--- src/rtl/dmem_pkg.sv ---
// dmem_pkg: shared types and constants for the data-memory responder.
//   WORD_W       data word width
//   LAT_W        width of the response-latency down-counter
//   BE_W         number of byte lanes in a word
//   dmem_state_t responder FSM states
//   merge_bytes  lane-wise merge of a new word into an old one
package dmem_pkg;

    localparam int WORD_W = 32;
    localparam int LAT_W  = 4;
    localparam int BE_W   = WORD_W / 8;

    typedef enum logic [1:0] {
        CLEAR = 2'd0,
        IDLE  = 2'd1,
        WAIT  = 2'd2,
        RESP  = 2'd3
    } dmem_state_t;

    // Lanes whose enable bit is set take the new byte; the rest keep the old one.
    function automatic logic [WORD_W-1:0] merge_bytes(
        input logic [WORD_W-1:0] old_w,
        input logic [WORD_W-1:0] new_w,
        input logic [BE_W-1:0]   be
    );
        logic [WORD_W-1:0] r;
        r = old_w;
        for (int i = 0; i < BE_W; i++) begin
            if (be[i]) begin
                r[8*i +: 8] = new_w[8*i +: 8];
            end
        end
        return r;
    endfunction

endpackage

--- src/rtl/dmem_array.sv ---
// dmem_array: DEPTH x WORD_W storage with one synchronous write port
// (byte-lane masked) and one asynchronous read port.
// Ports:
//   clk_i     clock, rising edge
//   we_i      write enable
//   be_i      per-byte write mask, applied only when we_i is high
//   waddr_i   write word address
//   wdata_i   write data
//   raddr_i   read word address
//   rdata_o   combinational read data
module dmem_array
    import dmem_pkg::*;
#(
    parameter int ADDR_W = 6
) (
    input  logic              clk_i,
    input  logic              we_i,
    input  logic [BE_W-1:0]   be_i,
    input  logic [ADDR_W-1:0] waddr_i,
    input  logic [WORD_W-1:0] wdata_i,
    input  logic [ADDR_W-1:0] raddr_i,
    output logic [WORD_W-1:0] rdata_o
);

    localparam int DEPTH = 2 ** ADDR_W;

    logic [WORD_W-1:0] mem_q [DEPTH];

    always_ff @(posedge clk_i) begin
        if (we_i) begin
            for (int i = 0; i < BE_W; i++) begin
                if (be_i[i]) begin
                    mem_q[waddr_i][8*i +: 8] <= wdata_i[8*i +: 8];
                end
            end
        end
    end

    assign rdata_o = mem_q[raddr_i];

endmodule

--- src/rtl/dmem_responder.sv ---
// dmem_responder: handshaked, fixed-latency responder for the core's data
// memory port. One request is outstanding at a time; the response (load data
// or store acknowledge) appears LATENCY cycles after acceptance. After reset
// the whole array is swept to zero before any request is accepted.
//
// Optional build macro: DMEM_BYTE_EN_EN adds req_be for per-byte stores.
//
// Ports:
//   clk        clock, rising edge
//   rst        synchronous active-high reset
//   req_valid  M stage presents a request
//   req_we     1 = store, 0 = load
//   req_addr   word address
//   req_wdata  store data
//   req_be     per-byte store enables (DMEM_BYTE_EN_EN builds only)
//   req_ready  request can be accepted this cycle
//   rsp_valid  one-cycle response pulse
//   rsp_rdata  load data (0 for store responses); holds outside rsp_valid
//   stall_m    freeze request for the pipeline hazard unit
//   busy_clr   post-reset clear sweep in progress
//
// state | meaning
// CLEAR | zeroing mem[clr_cnt], one word per cycle, requests refused
// IDLE  | ready, waiting for a request
// WAIT  | request latched, lat_cnt counting down to the response
// RESP  | response cycle; store commits on the closing edge, ready for next
module dmem_responder
    import dmem_pkg::*;
#(
    parameter int ADDR_W  = 6,
    parameter int LATENCY = 2
) (
    input  logic              clk,
    input  logic              rst,
    input  logic              req_valid,
    input  logic              req_we,
    input  logic [ADDR_W-1:0] req_addr,
    input  logic [WORD_W-1:0] req_wdata,
`ifdef DMEM_BYTE_EN_EN
    input  logic [BE_W-1:0]   req_be,
`endif
    output logic              req_ready,
    output logic              rsp_valid,
    output logic [WORD_W-1:0] rsp_rdata,
    output logic              stall_m,
    output logic              busy_clr
);

    localparam int                DEPTH     = 2 ** ADDR_W;
    localparam logic [ADDR_W-1:0] CLR_LAST  = ADDR_W'(DEPTH - 1);
    localparam logic [ADDR_W-1:0] CLR_ONE   = ADDR_W'(1);
    localparam logic [LAT_W-1:0]  LAT_LOAD  = LAT_W'(LATENCY - 1);
    localparam logic [LAT_W-1:0]  LAT_ONE   = LAT_W'(1);

    dmem_state_t       state_q;
    logic [ADDR_W-1:0] clr_cnt_q;
    logic [LAT_W-1:0]  lat_cnt_q;
    logic              we_q;
    logic [ADDR_W-1:0] addr_q;
    logic [WORD_W-1:0] wdata_q;
    logic [BE_W-1:0]   be_q;
    logic              ready_q;
    logic              rsp_valid_q;
    logic [WORD_W-1:0] rdata_q;
    logic              busy_q;

    logic [BE_W-1:0]   be_in;
    logic              commit;
    logic              mem_we;
    logic [BE_W-1:0]   mem_be;
    logic [ADDR_W-1:0] mem_waddr;
    logic [WORD_W-1:0] mem_wdata;
    logic [ADDR_W-1:0] rd_addr;
    logic [WORD_W-1:0] mem_rdata;
    logic [WORD_W-1:0] rdata_d;

`ifdef DMEM_BYTE_EN_EN
    assign be_in = req_be;
`else
    assign be_in = '1;
`endif

    // A store commits on the edge that closes its RESP cycle.
    assign commit = (state_q == RESP) && we_q;

    // Write mux: clear sweep owns the port in CLEAR, store commit otherwise.
    // Reset blocks any write, so a store caught by reset is dropped.
    always_comb begin
        mem_we    = 1'b0;
        mem_be    = '1;
        mem_waddr = addr_q;
        mem_wdata = wdata_q;
        if (!rst) begin
            if (state_q == CLEAR) begin
                mem_we    = 1'b1;
                mem_waddr = clr_cnt_q;
                mem_wdata = '0;
            end else if (commit) begin
                mem_we = 1'b1;
                mem_be = be_q;
            end
        end
    end

    // Load data is captured on the edge entering RESP. From WAIT the latched
    // address is read; with LATENCY=1 the request goes straight to RESP, so
    // the incoming address is read instead.
    assign rd_addr = (state_q == WAIT) ? addr_q : req_addr;

    dmem_array #(
        .ADDR_W (ADDR_W)
    ) u_array (
        .clk_i   (clk),
        .we_i    (mem_we),
        .be_i    (mem_be),
        .waddr_i (mem_waddr),
        .wdata_i (mem_wdata),
        .raddr_i (rd_addr),
        .rdata_o (mem_rdata)
    );

    // A store committing on this same edge has not reached the array yet;
    // forward its bytes lane by lane.
    assign rdata_d = (commit && (rd_addr == addr_q))
                     ? merge_bytes(mem_rdata, wdata_q, be_q)
                     : mem_rdata;

    always_ff @(posedge clk) begin
        if (rst) begin
            state_q     <= CLEAR;
            clr_cnt_q   <= '0;
            lat_cnt_q   <= '0;
            we_q        <= 1'b0;
            addr_q      <= '0;
            wdata_q     <= '0;
            be_q        <= '0;
            ready_q     <= 1'b0;
            rsp_valid_q <= 1'b0;
            rdata_q     <= '0;
            busy_q      <= 1'b1;
        end else begin
            rsp_valid_q <= 1'b0;
            case (state_q)
                CLEAR: begin
                    clr_cnt_q <= clr_cnt_q + CLR_ONE;
                    if (clr_cnt_q == CLR_LAST) begin
                        state_q <= IDLE;
                        ready_q <= 1'b1;
                        busy_q  <= 1'b0;
                    end
                end
                IDLE, RESP: begin
                    if (req_valid) begin
                        we_q    <= req_we;
                        addr_q  <= req_addr;
                        wdata_q <= req_wdata;
                        be_q    <= be_in;
                        if (LATENCY == 1) begin
                            state_q     <= RESP;
                            rsp_valid_q <= 1'b1;
                            rdata_q     <= req_we ? '0 : rdata_d;
                        end else begin
                            state_q   <= WAIT;
                            lat_cnt_q <= LAT_LOAD;
                            ready_q   <= 1'b0;
                        end
                    end else begin
                        state_q <= IDLE;
                    end
                end
                WAIT: begin
                    // Terminal count: the counter steps to zero as RESP begins.
                    lat_cnt_q <= lat_cnt_q - LAT_ONE;
                    if (lat_cnt_q == LAT_ONE) begin
                        state_q     <= RESP;
                        ready_q     <= 1'b1;
                        rsp_valid_q <= 1'b1;
                        rdata_q     <= we_q ? '0 : rdata_d;
                    end
                end
                default: begin
                    state_q <= CLEAR;
                end
            endcase
        end
    end

    assign req_ready = ready_q;
    assign rsp_valid = rsp_valid_q;
    assign rsp_rdata = rdata_q;
    assign busy_clr  = busy_q;
    assign stall_m   = (req_valid && !ready_q) || (state_q == WAIT);

endmodule

--- config.mk ---
export PLATFORM = sky130hd
export DESIGN_NAME = dmem_responder
export DESIGN_NICKNAME = d
export VERILOG_FILES = /design/src/rtl/dmem_pkg.sv /design/src/rtl/dmem_array.sv /design/src/rtl/dmem_responder.sv
export SDC_FILE = /design/constraint.sdc
export NUM_CORES = 2
export LEC_CHECK = 0
export BUFFER_PORTS_ARGS = -buffer_cell sky130_fd_sc_hd__buf_2
export CAP_MARGIN = 20
export CORE_MARGIN = 1.5
export CORE_UTILIZATION = 53
export DETAILED_ROUTE_END_ITERATION = 10
export MAX_ROUTING_LAYER = met4
export PLACE_DENSITY = 0.73
export SYNTH_ARGS = -nofsm -noshare
export SYNTH_HDL_FRONTEND = slang
export SYNTH_SLANG_ARGS = --single-unit
--- constraint.sdc ---
create_clock -name clk -period 3.65 [get_ports clk]
set_input_delay 0.73 -clock clk [delete_from_list [all_inputs] [get_ports clk]]
set_output_delay 0.73 -clock clk [all_outputs]
set_load 0.01 [all_outputs]
==> run summary <==
TritonCTS built the clock tree. The tools report the total congestion overflow after global routing as 0. The H-tree generated during clock tree synthesis spans 4 levels. For this run, asynchronously set or reset flops after synthesis account for 0%.

The run gives 0 as the number of remaining DRC errors. Clock-pin slew was measured on the worst setup and hold paths at 0.06 ns. The tools report the root buffer cell as clkbuf_16. Counting flops with a built-in enable in the synthesized netlist gives 2,048.

The run gives 4.36 ns as the required arrival time at the worst endpoint. The via count of the first global-routing pass was 50,100; the post-route antenna net violation count was 0. The final setup slack of the worst path is 0.0124 ns, and the count of pins on the block boundary is 78.

The detail-routed net length per standard cell came out at 29.8 um. The logs give 3 for the number of buffers between clock root and the deepest sink and 8,174 for the starting DRC count in detailed routing. The final cycle utilization of the critical path works out to 99.7%. At the end of routability-driven placement, the weighted congestion stood at 0.928. The run gives 0.275 GHz as the upper clock frequency limit.

Insertion delay to the later sink of the worst-skew pair: 0.85 ns. Once placement finished, the instance area stood at 0.0885 mm2. The proportion of netlist area held by the largest area contributor is 74.4%, and the placement-stage worst setup slack is -0.197 ns.

The tools report the count of endpoints failing hold in the final timing report as 0. Synthesis produced a netlist with a net count of 5,655. Once the floorplan was initialized, standard cells occupied 53.5% of the core. The number of clock buffers added by TritonCTS is 205. Relative to the synthesized area, the layout overhead comes to 15.1%. The floorplan step defined a die boundary enclosing 0.158 mm2. The tree built by TritonCTS fans out to 2,135 sinks.

The final non-filler cell area was 0.0951 mm2. The net count of the finished layout was 5,918. The die is 398 um wide.

The min-delay analysis places its worst path in the category in -> reg. The floorplan row count is 144, and the sequential-to-total area share from yosys stat is 76.5%. The first global-routing pass estimated 347,000 um of wire.

The run gives 0 as the max-slew violation total from the final report. After clock tree synthesis, the flow added hold-fix buffers numbering 0. The standard cell core area is 0.154 mm2. The worst setup path is of the reg -> reg kind. Leading register cell type out of synthesis: edfxtp_1. Number of detailed-routing iterations run before antenna repair: 9.

The routed layout has 52,600 vias. Once the clock tree was built, the setup fixing pass inserted 0 buffers. At the end of the flow the core is filled with cells to 61.6%. In the synthesized netlist, the number of instances is 5,610.

The die is 398 um tall. Largest net degree at the start of global routing: 101. The tools report the element type at the critical path end as a register. Between clock sinks in the finished design, the worst skew comes to 0.0388 ns.

Nature of the critical path startpoint: a register. edfxtp_1 takes more of the synthesized area than any other cell. The tools report the number of antenna violations at the first check in global routing as 15. The worst-case IR drop observed on VDD is 0.428 mV. After filler insertion, the fill cell instance count of the layout stands at 10,700. Across the run, the number of max-cap violations was 0. At the worst endpoint, the arrival time is 4.35 ns. For this design the static power due to leakage is 33.8 nW. In this run the worst path has a maximum fanout of 37.

For this block, the routed nets add up to 241,000 um of wire. Setup repair after global routing left no endpoint under its margin. The count of synthesis-stage warnings from yosys was 0. Setup violations remaining at the end of the flow were counted as 0. The number of buffers inserted by port buffering was 77; the mean cell area of the mapped netlist was 14.7 um2. The fraction of layout cells with a size suffix above 1 works out to 15.6%.

The synthesized netlist occupies a cell area of 0.0826 mm2. For the finished layout, the period the worst path requires is 3.64 ns. After synthesis, the cell types taking the most area are edfxtp_1, nand2_1, mux4_2.

In the routed layout, each cell is associated on average with a via count of 6.50. The cell area power density is 520 mW/mm2. The synthesized flop and latch total is 2,135.

The flow ran to the end, and the final reports show no timing, DRC or antenna violations. Global routing used 31.3% of the available tracks. For the pin with the worst max-slew slack, the measured transition is 1.00 ns. The tools report the number of unique standard cell types used by synthesis as 60. The tools report the worst-case headroom to the max-slew limit as 33.2%. After legalization and detailed placement, the total HPWL measured 145,000 um.
[Yosys cell counts, drive strengths merged (7+ instances only)]
master   instances
edfxtp        2048
nand2         1465
nand3          383
a21oi          253
buf            200
clkbuf         141
mux2i          141
nor2           119
mux4           113
a31oi          106
a32oi          102
dfxtp           87
a22oi           77
nand4           63
o21ai           52
and3            35
nor2b           34
a221oi          30
a2111oi         23
o221ai          21
nor3            13
inv             12
a211oi          11
o22ai            7
[worst max-delay path: stages (launching register included)]
cell,delay [ns]
dfxtp_1,0.33
buf_4,0.17
and3b_1,0.29
a21o_4,0.35
buf_12,0.26
nand3_1,0.13
buf_4,0.35
a21oi_1,0.08
a2111oi_1,0.85
a21oi_1,0.43
nand2_1,0.16
o21ai_1,0.06
[power breakdown]
group          internal, mW  switching, mW
Combinational         0.669           1.55
Sequential             26.5         0.0171
Clock                  11.7           9.07
[state kept, by name, indices dropped and copies added (netlist names)]
signal         flops
addr_q             6
be_q               1
busy_clr           1
clr_cnt_q          6
lat_cnt_q          4
req_ready          1
rsp_rdata         32
rsp_valid          1
state_q            2
u_array.mem_q   2048
wdata_q           32
we_q               1
[routing by layer]
metal	vias to the layer above	part of all wire [%]	global-route usage, %
met1	26200	37	42.3
met2	4020	46	46.1
met3	586	13	7.35
li1	21800	-	-
met5	-	0	-
met4	0	4.5	12.5
[cells by family after synthesis]
family | after synthesis | synth area share, %
DFF | 2135 | 76.5
buffers and inverters | 353 | 1.90
adders and majority gates | 3 | 0.0454
xor gates and xnor gates | 5 | 0.0530
AOI/OAI and AO/OA | 722 | 5.81
and+or+nand+nor | 2134 | 10.8
muxes | 258 | 4.85
[final timing paths]
kind	endpoint	cells after the start	slack, ns	start
hold / removal	wdata_q[26]	3	0.12	req_wdata[26]
hold reg to reg	wdata_q[27]	2	0.46	wdata_q[27]
setup reg to reg	rsp_rdata[19]	11	0.01	state_q[0]
setup / recovery	rsp_rdata[19]	11	0.01	state_q[0]
[placed cells by master (no fill, tap or decap), types with 17 or more instances in the layout]
cell type,instances
nor2_1,38
nand2_1,1464
dfxtp_1,87
o21ai_0,36
clkinv_2,39
clkbuf_16,208
buf_4,228
a2111oi_0,17
nor2b_4,32
nand3_1,383
o221ai_1,21
and3_1,35
mux4_2,113
a32oi_1,102
a22oi_1,77
buf_2,77
clkinv_1,41
edfxtp_1,2048
a221oi_1,30
nand4_1,63
buf_12,92
a31oi_1,105
mux2i_1,139
a21oi_1,243
clkbuf_1,51
nor2_4,75
[area by class of cell]
class	count	area (um2)	share of cell area (%)
Multi-Input combinational cell	3122	18800	19.7
Sequential cell	2135	63200	66.5
Tap cell	2044	2560	2.69
Inverter	12	45.0	0.0474
Clock buffer	266	5490	5.78
Clock inverter	116	1050	1.11
Antenna cell	10	25.0	0.0263
Timing Repair Buffer	397	3940	4.14
[stage by stage]
step / total power, mW / cells / setup TNS [ns] / hold WS (ns)
after global placement: 29.1 / 7710 / -0.795 / 0.434
after detailed placement: 29.2 / 7710 / -0.630 / 0.447
final: 49.5 / 8102 / 0 / 0.123
after floorplan: 28.2 / 5610 / -5.02 / 0.432
after global routing: 50.6 / 8101 / 0 / 0.111
after CTS: 49.5 / 8092 / -0.0180 / 0.0823
[timing repair]
item                                    in CTS  in global routing
gates cloned                                 0                  0
pin swaps                                    0                  1
resized for setup                            6                  8
endpoints found under the setup margin       5                  9
Power figures use the tool's default switching activity.
